===== src/rtl/qproc_in_port_fifo.sv =====
// Per-port input buffer for the core's port-read path: a registered head word per port
// backed by a small FIFO. Words arriving on a full port are dropped and counted.
module qproc_in_port_fifo #(
  parameter int IN_PORT_QTY = 1,
  parameter int PORT_AW     = 4,
  parameter int FIFO_AW     = 3
) (
  input  logic                      c_clk_i,
  input  logic                      c_rst_ni,
  input  logic                      restart_i,
  input  logic [IN_PORT_QTY-1:0]    in_vld_i,
  input  logic [64*IN_PORT_QTY-1:0] in_dt_i,
  input  logic                      port_re_i,
  input  logic [PORT_AW-1:0]        port_addr_i,
  input  logic [PORT_AW-1:0]        flag_sel_i,
  output logic [64*IN_PORT_QTY-1:0] port_dt_o,
  output logic [IN_PORT_QTY-1:0]    port_vld_o,
  output logic                      flag_o,
  output logic [IN_PORT_QTY-1:0]    ovf_o,
  output logic [15:0]               drop_cnt_o
);

  localparam int DEPTH = 2**FIFO_AW;
  localparam int NADDR = 2**PORT_AW;

  logic [IN_PORT_QTY-1:0] w_vld;
  logic [IN_PORT_QTY-1:0] w_drop;
  logic [IN_PORT_QTY-1:0] r_ovf;
  logic [15:0]            r_drop_cnt;
  logic [16:0]            w_drop_sum;
  logic [NADDR-1:0]       w_vld_pad;

  for (genvar k = 0; k < IN_PORT_QTY; k++) begin : g_port
    logic [63:0]        r_mem [DEPTH];
    logic [63:0]        r_head;
    logic               r_vld;
    logic [FIFO_AW-1:0] r_wptr;
    logic [FIFO_AW-1:0] r_rptr;
    logic [FIFO_AW:0]   r_cnt;
    logic [63:0]        w_in_dt;
    logic               w_rd, w_in, w_empty, w_full;
    logic               w_load, w_pop, w_clr, w_push, w_drop_k;

    assign w_in_dt  = in_dt_i[64*k +: 64];
    assign w_in     = in_vld_i[k];
    assign w_rd     = port_re_i && (port_addr_i == PORT_AW'(k));
    assign w_empty  = (r_cnt == '0);
    assign w_full   = (r_cnt == (FIFO_AW+1)'(DEPTH));
    // The FIFO is only ever non-empty while the head is valid, so these cases are exclusive.
    assign w_load   = w_in & w_empty & (w_rd | ~r_vld);
    assign w_pop    = w_rd & ~w_empty;
    assign w_clr    = w_rd & w_empty & ~w_in;
    assign w_push   = w_in & (w_pop | (~w_rd & r_vld & ~w_full));
    assign w_drop_k = w_in & ~w_rd & r_vld & w_full;

    always_ff @(posedge c_clk_i or negedge c_rst_ni) begin
      if (!c_rst_ni) begin
        r_head <= '0;
        r_vld  <= 1'b0;
        r_wptr <= '0;
        r_rptr <= '0;
        r_cnt  <= '0;
      end else if (restart_i) begin
        r_head <= '0;
        r_vld  <= 1'b0;
        r_wptr <= '0;
        r_rptr <= '0;
        r_cnt  <= '0;
      end else begin
        if (w_load) begin
          r_head <= w_in_dt;
          r_vld  <= 1'b1;
        end else if (w_pop) begin
          r_head <= r_mem[r_rptr];
        end else if (w_clr) begin
          r_vld  <= 1'b0;
        end
        if (w_push) r_wptr <= r_wptr + 1'b1;
        if (w_pop)  r_rptr <= r_rptr + 1'b1;
        case ({w_push, w_pop})
          2'b10:   r_cnt <= r_cnt + 1'b1;
          2'b01:   r_cnt <= r_cnt - 1'b1;
          default: r_cnt <= r_cnt;
        endcase
      end
    end

    // Push into a full FIFO only happens together with a pop, when wptr==rptr;
    // the pop sees the old word since the array write lands on the same edge.
    always_ff @(posedge c_clk_i) begin
      if (w_push) r_mem[r_wptr] <= w_in_dt;
    end

    assign port_dt_o[64*k +: 64] = r_head;
    assign w_vld[k]              = r_vld;
    assign w_drop[k]             = w_drop_k;
  end

  always_comb begin
    w_drop_sum = {1'b0, r_drop_cnt};
    for (int i = 0; i < IN_PORT_QTY; i++) begin
      w_drop_sum = w_drop_sum + 17'(w_drop[i]);
    end
  end

  always_ff @(posedge c_clk_i or negedge c_rst_ni) begin
    if (!c_rst_ni) begin
      r_ovf      <= '0;
      r_drop_cnt <= '0;
    end else if (restart_i) begin
      r_ovf      <= '0;
      r_drop_cnt <= '0;
    end else begin
      r_ovf      <= r_ovf | w_drop;
      r_drop_cnt <= w_drop_sum[16] ? 16'hFFFF : w_drop_sum[15:0];
    end
  end

  // Unimplemented port addresses read as not valid.
  always_comb begin
    w_vld_pad                  = '0;
    w_vld_pad[IN_PORT_QTY-1:0] = w_vld;
  end

  assign flag_o     = w_vld_pad[flag_sel_i];
  assign port_vld_o = w_vld;
  assign ovf_o      = r_ovf;
  assign drop_cnt_o = r_drop_cnt;

endmodule


===== config.mk =====
export PLATFORM = sky130hd
export DESIGN_NAME = qproc_in_port_fifo
export DESIGN_NICKNAME = d
export VERILOG_FILES = /design/src/rtl/qproc_in_port_fifo.sv
export SDC_FILE = /design/constraint.sdc
export NUM_CORES = 1
export LEC_CHECK = 0
export BUFFER_PORTS_ARGS = -buffer_cell sky130_fd_sc_hd__clkbuf_2
export CORE_ASPECT_RATIO = 1.2
export CORE_MARGIN = 3
export CORE_UTILIZATION = 46
export DETAILED_ROUTE_END_ITERATION = 8
export PLACE_DENSITY = 0.6
export RECOVER_POWER = 50
export SLEW_MARGIN = 10
export SYNTH_ARGS = -nofsm -noshare
export SYNTH_HDL_FRONTEND = slang
export SYNTH_SLANG_ARGS = --single-unit

===== constraint.sdc =====
create_clock -name c_clk_i -period 8.9 [get_ports c_clk_i]
set_input_delay 0.89 -clock c_clk_i [delete_from_list [all_inputs] [get_ports c_clk_i]]
set_output_delay 0.89 -clock c_clk_i [all_outputs]
set_load 0.02 [all_outputs]

==> impl_metrics.py <==
metrics = {
    "clock_tree": {
        "h-tree-depth": 2,
        "post_cts_buffers": 0,
        "cts_root_buf": "clkbuf_16",
        "cts_buffers": 58,
        "clk-insertion-delay-late_ns": 0.61,
        "cts_tree": "built",
        "path_clk_slew_ns": 0.06,
        "cts_max_path_buffers": 3,
        "clock_sinks": 604,
        "cts_resized": 0,
        "hold_buffers": 0,
    },
    "power_and_ir_drop": {
        "irDropWorstVdd_mv": 0.146,
        "p_leak_nw": 8.70,
        "power_density_mw_per_mm2": 228,
    },
    "critical_path": {
        "required_ns": 9.13,
        "crit_path_end": "g_port[0].r_mem[5][30]",
        "critPathMaxFanout": 46,
        "rr_worst_depth": 6,
        "crit_path_end_kind": "register",
        "worstReg2RegStart": "g_port[0].r_rptr[1]",
        "critPathLaunch": "port_addr_i[0]",
        "worst-setup-path-type": "input pin to register",
        "regToRegEndpoint": "port_dt_o[57]",
        "start_kind": "input pin",
        "cp.arrival_ns": 3.97,
        "r2r_slack_ns": 5.57,
    },
    "timing": {
        "skew_ns": 0.0244,
        "setup_viol": 0,
        "timing.setup.tns_ns": 0,
        "hold_viol_final": 0,
        "rsz0062_at_grt": "false",
        "fin_crit_ns": 3.74,
        "fin_ws_ns": 5.16,
        "slew_violations": 39,
        "whs_ns": 0.518,
        "fmax_ghz": 0.267,
        "slew_headroom_pct": -83.0,
        "worst_pin_slew_ns": 2.75,
        "post-route-period-util_pct": 42.0,
    },
    "grt": {
        "grt_usage_pct": 18.2,
        "grt_overflow": 0,
        "grt_start_max_net_pins": 103,
        "antenna_found_initial": 4,
        "grt_pass1_wl_mm": 74.6,
        "grt_pass1_vias": 12200,
    },
    "place": {
        "detailedPlace.worstSlack_ns": 4.47,
        "port_buffers": 159,
        "dp_hpwl_mm": 27.1,
        "gp_congestion": 0.729,
    },
    "routing": {
        "drtIter0Drc": 852,
        "wl_mm": 48.5,
        "post_drt_wl_per_cell_um": 22.9,
        "vias": 11800,
        "ant_nets": 0,
        "via_per_inst": 5.55,
        "drc": 0,
        "drtPass1Iterations": 5,
    },
    "floorplan": {
        "core_area_sq_mm": 0.0506,
        "die_x_um": 213,
        "die-area_sq_mm": 0.0542,
        "die_h_um": 255,
        "initial_utilization_pct": 46.8,
        "rows": 90,
        "pin_count": 160,
    },
    "synth": {
        "synth_area_leader_cell": "edfxtp_1",
        "async_reset_ff_share_pct": 15.2,
        "ys_top_cells_by_count": "edfxtp_1 (512), mux4_2 (128), dfrtp_1 (92), nor2_1 (89), nand2_1 (78)",
        "ys_ff_latch": 604,
        "syn_avg_cell_area_sq_um": 18.9,
        "synth_cell_types": 45,
        "yosysTopAreaCellShare_pct": 64.9,
        "netlist_area_sq_mm": 0.0237,
        "synth_nets": 1337,
        "synthFlopType": "edfxtp_1",
        "synth_top_cells_by_area": "edfxtp_1 (65%), mux4_2 (12%), dfrtp_1 (9.7%), mux2i_1 (2.9%), or2_2 (1.7%)",
        "yosys_warnings": 0,
        "yosysSeqAreaShare_pct": 74.7,
        "syn_inst": 1253,
        "synth.most_common_cell": "edfxtp_1",
        "synth_edf_count": 512,
    },
    "layout": {
        "drive_above_1_share_pct": 25.4,
        "syn_to_final_growth_pct": 14.3,
        "fin_nets": 1507,
    },
    "run_status": {
        "outcome": "finished with violations",
        "failed_checks": "max-capacitance violations, max-slew violations",
    },
    "worst_hold_path": {
        "holdCritPathClass": "register to register",
    },
    "job": {
        "cap_violations": 1,
    },
}
==> cell usage in the layout, fill, tap and decap left out, drive strengths merged, types with 2 or more instances in the layout <==
cell	n
clkbuf	246
nor2	89
diode	2
nand3	4
nand2b	7
edfxtp	512
clkinvlp	2
mux2i	69
a21oi	17
inv	3
nand4	5
nor4	4
dfrtp	92
nor3	6
o21ai	4
nand2	78
mux4	128
a21o	3
xnor2	11
xor2	3
clkinv	10
or2	65
buf	18
bufinv	9
ha	6
a31oi	64
==> worst min-delay path by stage <==
stage | end | start | cells past startpoint | slack, ns
2_1_floorplan | g_port[0].r_wptr[0] | g_port[0].r_wptr[0] | 2 | 0.55
3_3_place_gp | ovf_o | ovf_o | 2 | 0.49
3_5_place_dp | ovf_o | ovf_o | 2 | 0.51
4_1_cts | port_dt_o[45] | c_rst_ni | 1 | 0.30
5_1_grt | ovf_o | ovf_o | 2 | 0.55
6_report | ovf_o | ovf_o | 2 | 0.52
==> worst max-delay path, cell delays in order <==
cell      delay (ns)
clkbuf_2        0.07
or4b_1          0.64
or2_2           0.34
a21oi_2         0.29
nand2_1         0.28
nor2_4          0.62
buf_4           0.79
==> layer usage <==
| metal | up-vias | GRT usage [%] | share of wire, % |
|---|---|---|---|
| met4 | 4 | 4.60 | 2.2 |
| met2 | 231 | 30.8 | 50 |
| met3 | 73 | 3.28 | 4.2 |
| met5 | - | 0 | 0.047 |
| met1 | 6160 | 24.8 | 43 |
| li1 | 5293 | - | - |
==> registers in the layout (all words and copies together) (netlist names) <==
signal,cells
port_vld_o,1
ovf_o,1
port_dt_o,64
g_port.r_mem,512
g_port.r_wptr,3
g_port.r_rptr,3
drop_cnt_o,16
g_port.r_cnt,4
==> where the power goes <==
group	total, W	internal [W]	switching, W
Combinational	0.000386	0.000119	0.000267
Sequential	0.00320	0.00316	0.0000449
Clock	0.00259	0.00157	0.00103
Total	0.00618	0.00484	0.00134
==> area by class of cell <==
| class | count | area (sq um) |
|---|---|---|
| fill | 4038 | 23500 |
| timing repair buffer | 177 | 801 |
| antenna | 2 | 5.00 |
| clock buffer | 87 | 1680 |
| sequential | 604 | 17700 |
| inverter | 2 | 7.51 |
| clock inverter | 22 | 347 |
| multi-input combinational | 580 | 5720 |
| tap | 644 | 806 |
==> logic make-up after synthesis <==
group	share of synthesized area [%]
AO/OA/AOI/OAI	2.54
XOR/XNOR	0.518
flip-flops	74.7
buffers and inverters	1.45
AND/OR/NAND/NOR	5.30
adder cells (fa/ha/maj)	0.402
multiplexers	15.1
==> stage by stage <==
stage	total power (W)	util, %	instances	cell area (sq um)
6_report	0.00618	53.5	2118	27100
5_1_grt	0.00639	53.5	2117	27100
4_1_cts	0.00627	53.8	2116	27200
3_5_place_dp	0.00367	49.8	2007	25200
3_3_place_gp	0.00366	49.8	2007	25200
2_1_floorplan	0.00349	-	1253	23700
Note: power is estimated with default switching activity, not from simulation.
